===== src/rtl/fetch_pkg.sv =====
// Shared definitions for the instruction fetch queue.
// Holds the decode bubble encoding, the architectural reset PC, the PC step
// and the packed {instr, pc_plus4} entry stored in the queue.
package fetch_pkg;

  localparam logic [31:0] NOP_INSTR = 32'h0000_0000;
  localparam logic [31:0] RESET_PC  = 32'h0040_0020;
  localparam logic [31:0] PC_INCR   = 32'd4;

  typedef struct packed {
    logic [31:0] instr;
    logic [31:0] pc_plus4;
  } fetch_entry_t;

  // PC + 4 wraps modulo 2^32 (0xFFFFFFFC -> 0x00000000).
  function automatic fetch_entry_t make_entry(input logic [31:0] instr,
                                              input logic [31:0] pc);
    fetch_entry_t e;
    e.instr    = instr;
    e.pc_plus4 = pc + PC_INCR;
    return e;
  endfunction

endpackage


===== src/rtl/fetch_queue_mem.sv =====
// Storage array for the fetch queue.
// DEPTH x 64-bit registers, one synchronous write port and one asynchronous
// read port. The array has no reset; validity is tracked by the queue control.
//   clk    : rising-edge clock
//   we     : write enable
//   waddr  : write index
//   wdata  : entry to write
//   raddr  : read index
//   rdata  : entry at raddr (combinational)
module fetch_queue_mem
  import fetch_pkg::*;
#(
  parameter int unsigned DEPTH = 4,
  parameter int unsigned AW    = $clog2(DEPTH)
) (
  input  logic          clk,
  input  logic          we,
  input  logic [AW-1:0] waddr,
  input  fetch_entry_t  wdata,
  input  logic [AW-1:0] raddr,
  output fetch_entry_t  rdata
);

  fetch_entry_t mem_q [DEPTH];

  always_ff @(posedge clk) begin
    if (we) begin
      mem_q[waddr] <= wdata;
    end
  end

  assign rdata = mem_q[raddr];

endmodule


===== src/rtl/fetch_queue.sv =====
// Instruction prefetch buffer between fetch and decode.
// Captures {instr, PC+4} pairs from fetch and presents them in order to decode,
// letting fetch run ahead while decode is stalled. A flush (taken branch/jump)
// empties the queue in one cycle. No bypass: a pushed entry is visible to
// decode only after the edge that stores it.
//   clk, reset     : clock, asynchronous active-high reset
//   push_valid     : fetch presents an instruction
//   push_instr     : instruction word
//   push_pc        : PC of push_instr
//   push_ready     : queue has room (fetch register enable)
//   pop_ready      : decode consumes the head this cycle
//   pop_valid      : head entry valid
//   pop_instr      : head instruction, NOP when empty
//   pop_pc_plus4   : head PC+4, 0 when empty
//   flush          : discard all entries
//   count          : occupied entries, 0..DEPTH
module fetch_queue
  import fetch_pkg::*;
#(
  parameter int unsigned DEPTH = 4
) (
  input  logic                     clk,
  input  logic                     reset,
  input  logic                     push_valid,
  input  logic [31:0]              push_instr,
  input  logic [31:0]              push_pc,
  output logic                     push_ready,
  input  logic                     pop_ready,
  output logic                     pop_valid,
  output logic [31:0]              pop_instr,
  output logic [31:0]              pop_pc_plus4,
  input  logic                     flush,
  output logic [$clog2(DEPTH):0]   count
);

  localparam int unsigned AW = $clog2(DEPTH);
  localparam logic [AW:0] FULL_COUNT = (AW + 1)'(DEPTH);

  if ((DEPTH < 2) || ((DEPTH & (DEPTH - 1)) != 0)) begin : gen_bad_depth
    $error("fetch_queue: DEPTH must be a power of two and at least 2");
  end

  logic [AW-1:0] rd_ptr_q, rd_ptr_d;
  logic [AW-1:0] wr_ptr_q, wr_ptr_d;
  logic [AW:0]   count_q,  count_d;

  logic         push_fire;
  logic         pop_fire;
  logic         mem_we;
  fetch_entry_t wr_entry;
  fetch_entry_t head_entry;

  // Both handshake qualifiers come from registered state only, so there is no
  // combinational path from pop_ready to push_ready.
  assign push_ready = (count_q != FULL_COUNT);
  assign pop_valid  = (count_q != '0);

  assign push_fire = push_valid && push_ready;
  assign pop_fire  = pop_valid && pop_ready;

  // A push coinciding with flush is discarded, so don't write the array.
  assign mem_we   = push_fire && !flush;
  assign wr_entry = make_entry(push_instr, push_pc);

  always_comb begin
    rd_ptr_d = rd_ptr_q;
    wr_ptr_d = wr_ptr_q;
    count_d  = count_q;
    if (flush) begin
      rd_ptr_d = '0;
      wr_ptr_d = '0;
      count_d  = '0;
    end else begin
      if (push_fire) begin
        wr_ptr_d = wr_ptr_q + 1'b1;
      end
      if (pop_fire) begin
        rd_ptr_d = rd_ptr_q + 1'b1;
      end
      unique case ({push_fire, pop_fire})
        2'b10:   count_d = count_q + 1'b1;
        2'b01:   count_d = count_q - 1'b1;
        default: count_d = count_q;
      endcase
    end
  end

  always_ff @(posedge clk or posedge reset) begin
    if (reset) begin
      rd_ptr_q <= '0;
      wr_ptr_q <= '0;
      count_q  <= '0;
    end else begin
      rd_ptr_q <= rd_ptr_d;
      wr_ptr_q <= wr_ptr_d;
      count_q  <= count_d;
    end
  end

  fetch_queue_mem #(
    .DEPTH (DEPTH),
    .AW    (AW)
  ) u_mem (
    .clk   (clk),
    .we    (mem_we),
    .waddr (wr_ptr_q),
    .wdata (wr_entry),
    .raddr (rd_ptr_q),
    .rdata (head_entry)
  );

  // Empty queue shows a bubble to decode rather than stale storage.
  assign pop_instr    = pop_valid ? head_entry.instr    : NOP_INSTR;
  assign pop_pc_plus4 = pop_valid ? head_entry.pc_plus4 : 32'h0;
  assign count        = count_q;

endmodule


===== config.mk =====
export PLATFORM = sky130hd
export DESIGN_NAME = fetch_queue
export DESIGN_NICKNAME = d
export VERILOG_FILES = /design/src/rtl/fetch_pkg.sv /design/src/rtl/fetch_queue_mem.sv /design/src/rtl/fetch_queue.sv
export SDC_FILE = /design/constraint.sdc
export NUM_CORES = 1
export LEC_CHECK = 0
export CORE_ASPECT_RATIO = 1.25
export CORE_MARGIN = 4
export CORE_UTILIZATION = 55
export CTS_CLUSTER_SIZE = 10
export DETAILED_ROUTE_END_ITERATION = 7
export GPL_ROUTABILITY_DRIVEN = 1
export PLACE_DENSITY = 0.83
export SLEW_MARGIN = 5
export SYNTH_ARGS = -nofsm -noshare
export SYNTH_HDL_FRONTEND = slang
export SYNTH_SLANG_ARGS = --single-unit
export TNS_END_PERCENT = 20

===== constraint.sdc =====
create_clock -name clk -period 4.2 [get_ports clk]
set_clock_uncertainty 0.2 [all_clocks]
set_input_delay 0.63 -clock clk [delete_from_list [all_inputs] [get_ports clk]]
set_output_delay 0.63 -clock clk [all_outputs]
set_load 0.05 [all_outputs]

==> results_dict.tcl, run 1 <==
set metrics [dict create \
    status "finished clean" \
    start_kind "flip-flop" \
    postCtsHoldBufs 0 \
    die_area_um2 21690 \
    pwr-share-seq 0.407 \
    ios 138 \
    tns_ps 0 \
    synth_area_leaders "edfxtp_1 (72%), mux4_2 (14%), and2_1 (4.0%), xnor2_1 (2.1%), dfrtp_1 (1.6%)" \
    cts.sinks 263 \
    synth_edf_count 256 \
    ys_async_sr_fraction 0.02662 \
    rsz0062_at_grt "no" \
    routed_via_density 5.903 \
    numCtsBuffers 30 \
    diodes 0 \
    first_pass_iters 4 \
    cts_resized 0 \
    yosys.area.top_type "edfxtp_1" \
    ir_worst_vdd_uv 436.6 \
    first_iter_violations 386 \
    num_rows 56 \
    grt.busiest_layer "met2" \
    r2r_end "u_mem.mem_q[2][10]" \
    place_hpwl_mm 12.63 \
    antenna_found_initial 0 \
    fmax_mhz 255.5 \
    post_drt_wl_per_cell_um 21.91 \
    combPwrFrac 0.299 \
    numPortBuffers 137 \
    core_um2 18920 \
    worstRegToRegCells 4 \
    yosys-top-cells-count "edfxtp_1 (256), and2_1 (69), mux4_2 (64), xnor2_1 (26), clkbuf_1 (17)" \
    grt_use_met2 0.3356 \
    place_congestion 0.8184 \
    netlist.area_leader.share 0.7212 \
    maxCapViolCount 0 \
    p_leak_nw 4.182 \
    drc_errors 0 \
    yosysSeqAreaShare 0.7376 \
    power_density_nw_per_um2 576.2 \
    drv_slew 0 \
    crit_chain "or3_2 > and2_1 > clkdlybuf4s50_1" \
    yosys.cell_count.top_type "edfxtp_1" \
    synth-seq-cells 263 \
    r2r_setup_slack_ps 1530 \
    arrival_ps 3080 \
    post_cts_buffers 0 \
    cts_root_buffer "clkbuf_16" \
    min_period_ps 3914 \
    yosys_warnings 0 \
    clock_path_buffers 3 \
    final_layout_size_suffix_gt1_frac 0.1664 \
    ant_nets 0 \
    met3_usage 0.03789 \
    chipHeight_um 163.6 \
    relSlewSlack 0.2972 \
    clock_tree.htree_level_count 1 \
    hold_viol 0 \
    worstSetupEndpointType "primary output" \
    pwr-share-clk 0.294 \
    wirelength_mm 20.49 \
    fin_crit_sh 0.9320 \
    placed_cells 890 \
    worstSetupPathType "flip-flop to primary output" \
    syn_avg_cell_area_um2 19.78 \
    grt_max_degree 66 \
    syn_inst 539 \
    clkTransAtPathRegs_ps 60 \
    grt_pass1_vias 6056 \
    clk-insertion-delay-late_ps 520 \
    yosysUniqueCellTypes 32 \
    grt_pass1_wl_mm 32.94 \
    overflow 0 \
    crit_required_ps 3370 \
    hold-worst-slack_ps 147.1 \
    hold_path.class "input port to async pin" \
    vias 5519 \
    fin_nets 765 \
    synth_nets 614 \
    areaGrowthSynthToFinish_pct 23.43 \
    critPathMaxFanout 65 \
    final.setup.worst_slack_ps 285.7 \
    setup_violations 0 \
    grtUsageTotal 0.1931 \
    postLayoutCoreUtil 0.6954 \
    die_w_um 132.5 \
    intPower_mw 5.217 \
    slowest_stage "or3_2" \
    worst_slew_pin_slew_ps 1054 \
    cts_tree "yes" \
    final_cells 935 \
    global_route.usage.met1 0.2556 \
    r2r_start "count[0]" \
    power_switching_mw 2.363 \
    cpPeakStageDelay_ps 980 \
    syn_area_um2 10660 \
    synth-main-ff-cell "edfxtp_1" \
    dp_slack_ps 810.2 \
    initial_core_util 0.5634 \
    swShare 0.3118 \
]
==> routing by layer <==
layer / vias up / wire (µm)
met3: 32 / 1227
met5: - / 0
met4: 0 / 364
li1: 2446 / -
met1: 2840 / 8425
met2: 201 / 10470
==> power by group through the flow <==
| stage | Clock [mW] | Sequential [mW] | Combinational [mW] |
|---|---|---|---|
| CTS | 2.27 | 3.09 | 2.30 |
| finish | 2.23 | 3.09 | 2.27 |
| global route | 2.40 | 3.10 | 2.39 |
| floorplan | 0 | 3.12 | 1.56 |
| global placement | 0 | 3.13 | 2.27 |
| detailed placement | 0 | 3.14 | 2.29 |
==> cell type report <==
class / instances / area (µm²)
clock inverters: 1 / 7.507
multi-input cells: 246 / 2683
well taps: 232 / 290.3
clock buffers: 44 / 824.5
repair buffers: 145 / 1469
fillers: 1208 / 5762
inverters: 4 / 15.01
flip-flops and latches: 263 / 7868
==> cells by family (layout without fill, tap and decap cells) <==
kind of cell | count (synthesis) | after routing | synth area share
adders and majority gates | 6 | 6 | 0.007747
buffers and inverters | 30 | 194 | 0.01162
and+or+nand+nor | 133 | 133 | 0.07478
DFF | 263 | 263 | 0.7376
xor gates and xnor gates | 32 | 32 | 0.02629
muxes | 64 | 64 | 0.1352
AOI/OAI and AO/OA | 11 | 11 | 0.006691
==> registers in the layout, indices dropped and copies added, names as in the netlist <==
signal	cells
wr_ptr_q	2
count	3
u_mem.mem_q	256
rd_ptr_q	2
==> cell usage in the layout (no fill, tap or decap), types with 5 or more instances in the layout <==
cell	count
nand2_1	14
xor2_1	6
nand3_1	11
and2_1	65
ha_1	5
clkbuf_16	31
nor2_1	7
clkbuf_1	13
nand4_1	11
dfrtp_1	5
edfxtp_1	256
and3_1	5
clkdlybuf4s50_1	137
buf_4	5
xnor2_1	26
mux4_2	64
==> worst max-delay path by stage <==
| stage | from | endpoint |
|---|---|---|
| after global routing | count[0] | pop_instr[1] |
| after detailed placement | count[0] | pop_pc_plus4[27] |
| after global placement | count[0] | pop_pc_plus4[7] |
| final | count[0] | pop_pc_plus4[7] |
| after floorplan | count[0] | u_mem.mem_q[0][0] |
| after CTS | count[0] | pop_pc_plus4[27] |
==> per-stage QoR <==
| stage | cell area, µm² | power (mW) |
|---|---|---|
| 6_report | 13160 | 7.581 |
| 2_1_floorplan | 10660 | 4.676 |
| 3_5_place_dp | 12320 | 5.429 |
| 5_1_grt | 13160 | 7.886 |
| 4_1_cts | 13160 | 7.655 |
| 3_3_place_gp | 12320 | 5.396 |
==> worst max-delay path, delay by kind of cell (launching register included) <==
| family | cells | cell delay, ps |
|---|---|---|
| AND/OR/NAND/NOR | 2 | 1330 |
| buffers and inverters | 1 | 710 |
| flip-flops | 1 | 490 |
Note: power is estimated with default switching activity, not from simulation.
==> run 2, diff against run 1 <==
--- a/config.mk
+++ b/config.mk
@@ -7,11 +7,10 @@
 export LEC_CHECK = 0
 export CORE_ASPECT_RATIO = 1.25
 export CORE_MARGIN = 4
-export CORE_UTILIZATION = 55
-export CTS_CLUSTER_SIZE = 10
+export CORE_UTILIZATION = 45
 export DETAILED_ROUTE_END_ITERATION = 7
 export GPL_ROUTABILITY_DRIVEN = 1
-export PLACE_DENSITY = 0.83
+export PLACE_DENSITY = 0.71
 export SLEW_MARGIN = 5
 export SYNTH_ARGS = -nofsm -noshare
 export SYNTH_HDL_FRONTEND = slang
==> constraint.sdc (replaced) <==
create_clock -name clk -period 5 [get_ports clk]
set_clock_uncertainty 0.2 [all_clocks]
set_input_delay 0.75 -clock clk [delete_from_list [all_inputs] [get_ports clk]]
set_output_delay 0.75 -clock clk [all_outputs]
set_load 0.05 [all_outputs]
==> results_dict.tcl, run 2 (same netlist as run 1, synthesis figures left out) <==
set metrics [dict create \
    status "finished clean" \
    drc_errors 0 \
    placed_area_um2 12340 \
    crit_required_ps 4050 \
    antenna_found_initial 1 \
    grt_max_degree 66 \
    mostFrequentLayoutCells "edfxtp_1 (256), clkdlybuf4s50_1 (137), and2_1 (65)" \
    fin_crit_sh 0.8097 \
    min_period_ps 4048 \
    wirelength_mm 20.94 \
    routed_via_density 5.593 \
    hold_path.class "input port to async pin" \
    arrival_ps 3100 \
    power_density_nw_per_um2 491.3 \
    setup_violations 0 \
    drv_slew 0 \
    place_hpwl_mm 12.92 \
    m1WireLength_mm 8.733 \
    clk-insertion-delay-late_ps 520 \
    top_layer "met5" \
    post_drt_wl_per_cell_um 21.17 \
    numPortBuffers 137 \
    post_cts_buffers 0 \
    critPathMaxFanout 23 \
    chipHeight_um 180.1 \
    diodes 0 \
    grt_pass1_vias 5973 \
    cts_tree "yes" \
    hold_viol 0 \
    grtUsageTotal 0.1602 \
    p_leak_nw 4.199 \
    first_pass_iters 6 \
    cts_resized 0 \
    rsz0062_at_grt "no" \
    overflow 0 \
    vias 5531 \
    clock_tree.htree_level_count 1 \
    final_common_cell "edfxtp_1" \
    postCtsHoldBufs 0 \
    start_kind "flip-flop" \
    clock_path_buffers 3 \
    final.setup.worst_slack_ps 951.7 \
    place_congestion 0.7950 \
    ant_nets 0 \
    cts.sinks 263 \
    dp_slack_ps 1412 \
    maxCapViolCount 0 \
    worst_slew_pin_slew_ps 1083 \
    largest_register_ffs 256 \
    tns_ps 0 \
    worstSetupPathType "flip-flop to primary output" \
    worstSetupEndpointType "primary output" \
    clkTransAtPathRegs_ps 60 \
    wl_met3_mm 1.337 \
    core_um2 23120 \
    fmax_mhz 247.0 \
    die_w_um 145.7 \
    areaGrowthSynthToFinish_pct 24.24 \
    ir_worst_vdd_uv 304.3 \
    initial_core_util 0.4611 \
    numCtsBuffers 26 \
    relSlewSlack 0.2781 \
    postLayoutCellArea_um2 13240 \
    ios 138 \
    fin_nets 756 \
    wl_met2_mm 10.44 \
    top_register "u_mem.mem_q" \
    num_rows 62 \
    grt_pass1_wl_mm 33.42 \
    cts_root_buffer "clkbuf_16" \
    final_layout_size_suffix_gt1_frac 0.1698 \
    die_area_um2 26230 \
    first_iter_violations 330 \
    hold-worst-slack_ps 321.3 \
]
==> run 2: critical path: stages (launching register included) <==
cell,delay [ps]
dfrtp_4,740
buf_4,400
mux4_2,550
and2_1,180
clkdlybuf4s50_1,700
==> run 2: cell type report <==
| class | instances | area (µm²) |
|---|---|---|
| clock buffer | 30 | 686.9 |
| multi-input combinational | 246 | 2683 |
| fill | 1725 | 9874 |
| timing repair buffer | 140 | 1419 |
| tap | 288 | 360.3 |
| inverter | 4 | 15.01 |
| sequential | 263 | 7868 |
| clock inverter | 18 | 211.5 |
==> run 2: final timing paths <==
kind	start	end	cells after the start	slack, ps
max	rd_ptr_q[0]	pop_instr[29]	4	950
min	reset	wr_ptr_q[0]	2	320
max reg2reg	count[0]	u_mem.mem_q[0][55]	4	2320
min reg2reg	wr_ptr_q[1]	wr_ptr_q[1]	2	410
max in group asynchronous	reset	rd_ptr_q[0]	2	4030
min in group clk	wr_ptr_q[1]	wr_ptr_q[1]	2	410
==> run 2: power breakdown <==
part / switching [mW] / leakage, nW / internal (mW)
Sequential: 0.0769 / 2.41 / 2.53
Clock: 0.780 / 0.444 / 1.24
Combinational: 1.15 / 1.34 / 0.732
Total: 2.01 / 4.20 / 4.50
==> run 2: layer usage <==
layer,global-route usage,vias to the layer above
met4,0.04029,2
met3,0.03119,32
met2,0.2738,222
li1,-,2446
met1,0.2139,2829
met5,0,-
==> run 2: per-stage QoR <==
stage | power, mW | cells | utilization
2_1_floorplan | 3.928 | 539 | -
3_3_place_gp | 4.539 | 941 | 0.5340
3_5_place_dp | 4.563 | 941 | 0.5340
4_1_cts | 6.582 | 989 | 0.5729
5_1_grt | 6.758 | 989 | 0.5729
6_report | 6.506 | 989 | 0.5729
==> run 3, diff against run 2 <==
--- a/config.mk
+++ b/config.mk
@@ -10,7 +10,7 @@
 export CORE_UTILIZATION = 45
 export DETAILED_ROUTE_END_ITERATION = 7
 export GPL_ROUTABILITY_DRIVEN = 1
-export PLACE_DENSITY = 0.71
+export PLACE_DENSITY = 0.74
 export SLEW_MARGIN = 5
 export SYNTH_ARGS = -nofsm -noshare
 export SYNTH_HDL_FRONTEND = slang
==> constraint.sdc (replaced) <==
create_clock -name clk -period 3.7 [get_ports clk]
set_clock_uncertainty 0.2 [all_clocks]
set_input_delay 0.555 -clock clk [delete_from_list [all_inputs] [get_ports clk]]
set_output_delay 0.555 -clock clk [all_outputs]
set_load 0.05 [all_outputs]
==> results_dict.tcl, run 3 (same netlist as run 1, synthesis figures left out) <==
set metrics [dict create \
    num_rows 62 \
    fmax_mhz 278.8 \
    clkTransAtPathRegs_ps 60 \
    r2r_start "count[0]" \
    relSlewSlack 0.5518 \
    mostFrequentLayoutCells "edfxtp_1 (256), clkdlybuf4s50_1 (137), and2_1 (65)" \
    grt_pass1_wl_mm 34.16 \
    multiInputGateArea_um2 2683 \
    cts_tree "yes" \
    setup_violations 0 \
    clock_path_buffers 3 \
    worst_slew_pin_slew_ps 666.7 \
    cts.sinks 263 \
    final_layout_size_suffix_gt1_frac 0.1707 \
    crit_start "rd_ptr_q[1]" \
    rsz0062_at_grt "no" \
    overflow 0 \
    postLayoutCoreUtil 0.5723 \
    start_kind "flip-flop" \
    final_common_cell "edfxtp_1" \
    min_period_ps 3587 \
    grt_max_degree 65 \
    arrival_ps 2830 \
    post_cts_buffers 0 \
    numPortBuffers 137 \
    wl_met3_mm 1.179 \
    grtUsageTotal 0.1641 \
    chipHeight_um 180.1 \
    drc_errors 0 \
    largest_register_ffs 256 \
    initial_core_util 0.4611 \
    p_leak_nw 4.189 \
    ant_nets 0 \
    core_um2 23120 \
    areaGrowthSynthToFinish_pct 24.11 \
    routed_via_density 5.550 \
    status "finished clean" \
    grt_pass1_vias 6054 \
    drv_slew 0 \
    post_drt_wl_per_cell_um 21.55 \
    ios 138 \
    clk-insertion-delay-late_ps 510 \
    nFillCells 1736 \
    fin_crit_sh 0.9694 \
    cts_root_buffer "clkbuf_16" \
    first_iter_violations 312 \
    first_pass_iters 4 \
    top_register "u_mem.mem_q" \
    seq_area_um2 7870 \
    fin_nets 765 \
    vias 5533 \
    m1WireLength_mm 9.023 \
    hold_viol 0 \
    wl_met2_mm 10.92 \
    worstSetupPathType "flip-flop to primary output" \
    wirelength_mm 21.49 \
    diodes 0 \
    critPathMaxFanout 31 \
    hold_path.class "input port to async pin" \
    die_w_um 145.7 \
    tns_ps 0 \
    clock_tree.htree_level_count 1 \
    numCtsBuffers 26 \
    antenna_found_initial 0 \
    worstSetupEndpointType "primary output" \
    place_hpwl_mm 13.25 \
    ir_worst_vdd_uv 385.4 \
    top_layer "met4" \
    place_congestion 0.7552 \
    crit_required_ps 2940 \
    maxCapViolCount 0 \
    die_area_um2 26230 \
    power_density_nw_per_um2 638.4 \
]
[run 3: cell types whose count changed in the layout (fill, tap and decap cells not counted), sizes merged]
cell,delta
bufinv,-5
clkbuf,+6
clkinv,-2
buf,+9
[run 3: where the power goes]
| part | internal (mW) | total, mW | switching, mW |
|---|---|---|---|
| Sequential | 3.41 | 3.48 | 0.0659 |
| Combinational | 1.01 | 2.63 | 1.62 |
| Clock | 1.33 | 2.33 | 1.00 |
| Total | 5.76 | 8.44 | 2.69 |
[run 3: worst max-delay path: stages, from the launching register on]
cell             delay, ps
dfrtp_4                770
buf_12                 280
mux4_2                 370
and2_1                 190
clkdlybuf4s50_1        700
[run 3: per-layer routing]
layer	vias to the layer above	global-route usage
met1	2869	0.2163
met5	-	0
met4	0	0.03193
met2	177	0.2878
met3	32	0.03195
li1	2455	-
[run 3: final timing paths]
kind | to | slack [ps] | cells past startpoint
max reg2reg | u_mem.mem_q[2][51] | 1050 | 5
min reg2reg | wr_ptr_q[1] | 430 | 2
min | rd_ptr_q[1] | 120 | 2
min in group clk | wr_ptr_q[1] | 430 | 2
max | pop_instr[31] | 110 | 4
max in group asynchronous | rd_ptr_q[0] | 2890 | 2
[run 3: cell type report]
class | instances | area share
flip-flops and latches | 263 | 0.5949
multi-input cells | 246 | 0.2028
repair buffers | 149 | 0.1167
clock buffers | 36 | 0.05363
well taps | 288 | 0.02724
clock inverters | 11 | 0.003594
inverters | 4 | 0.001135
[run 3: metrics by stage]
stage	instance area, µm²	power (mW)	setup slack, ps	hold slack [ps]	cells
2_1_floorplan	10660	5.308	9.889	158.4	539
3_3_place_gp	12460	6.174	598.5	354.2	950
3_5_place_dp	12460	6.205	620.2	407.4	950
4_1_cts	13220	8.555	54.13	97.39	997
5_1_grt	13230	8.803	7.016	132.7	997
6_report	13230	8.445	113.2	123.8	997
[run 3: what timing repair did]
| action | in CTS | in global routing |
|---|---|---|
| resized for setup | 0 | 1 |
| hold buffers | 0 | 0 |
| setup endpoints to repair | 0 | 2 |
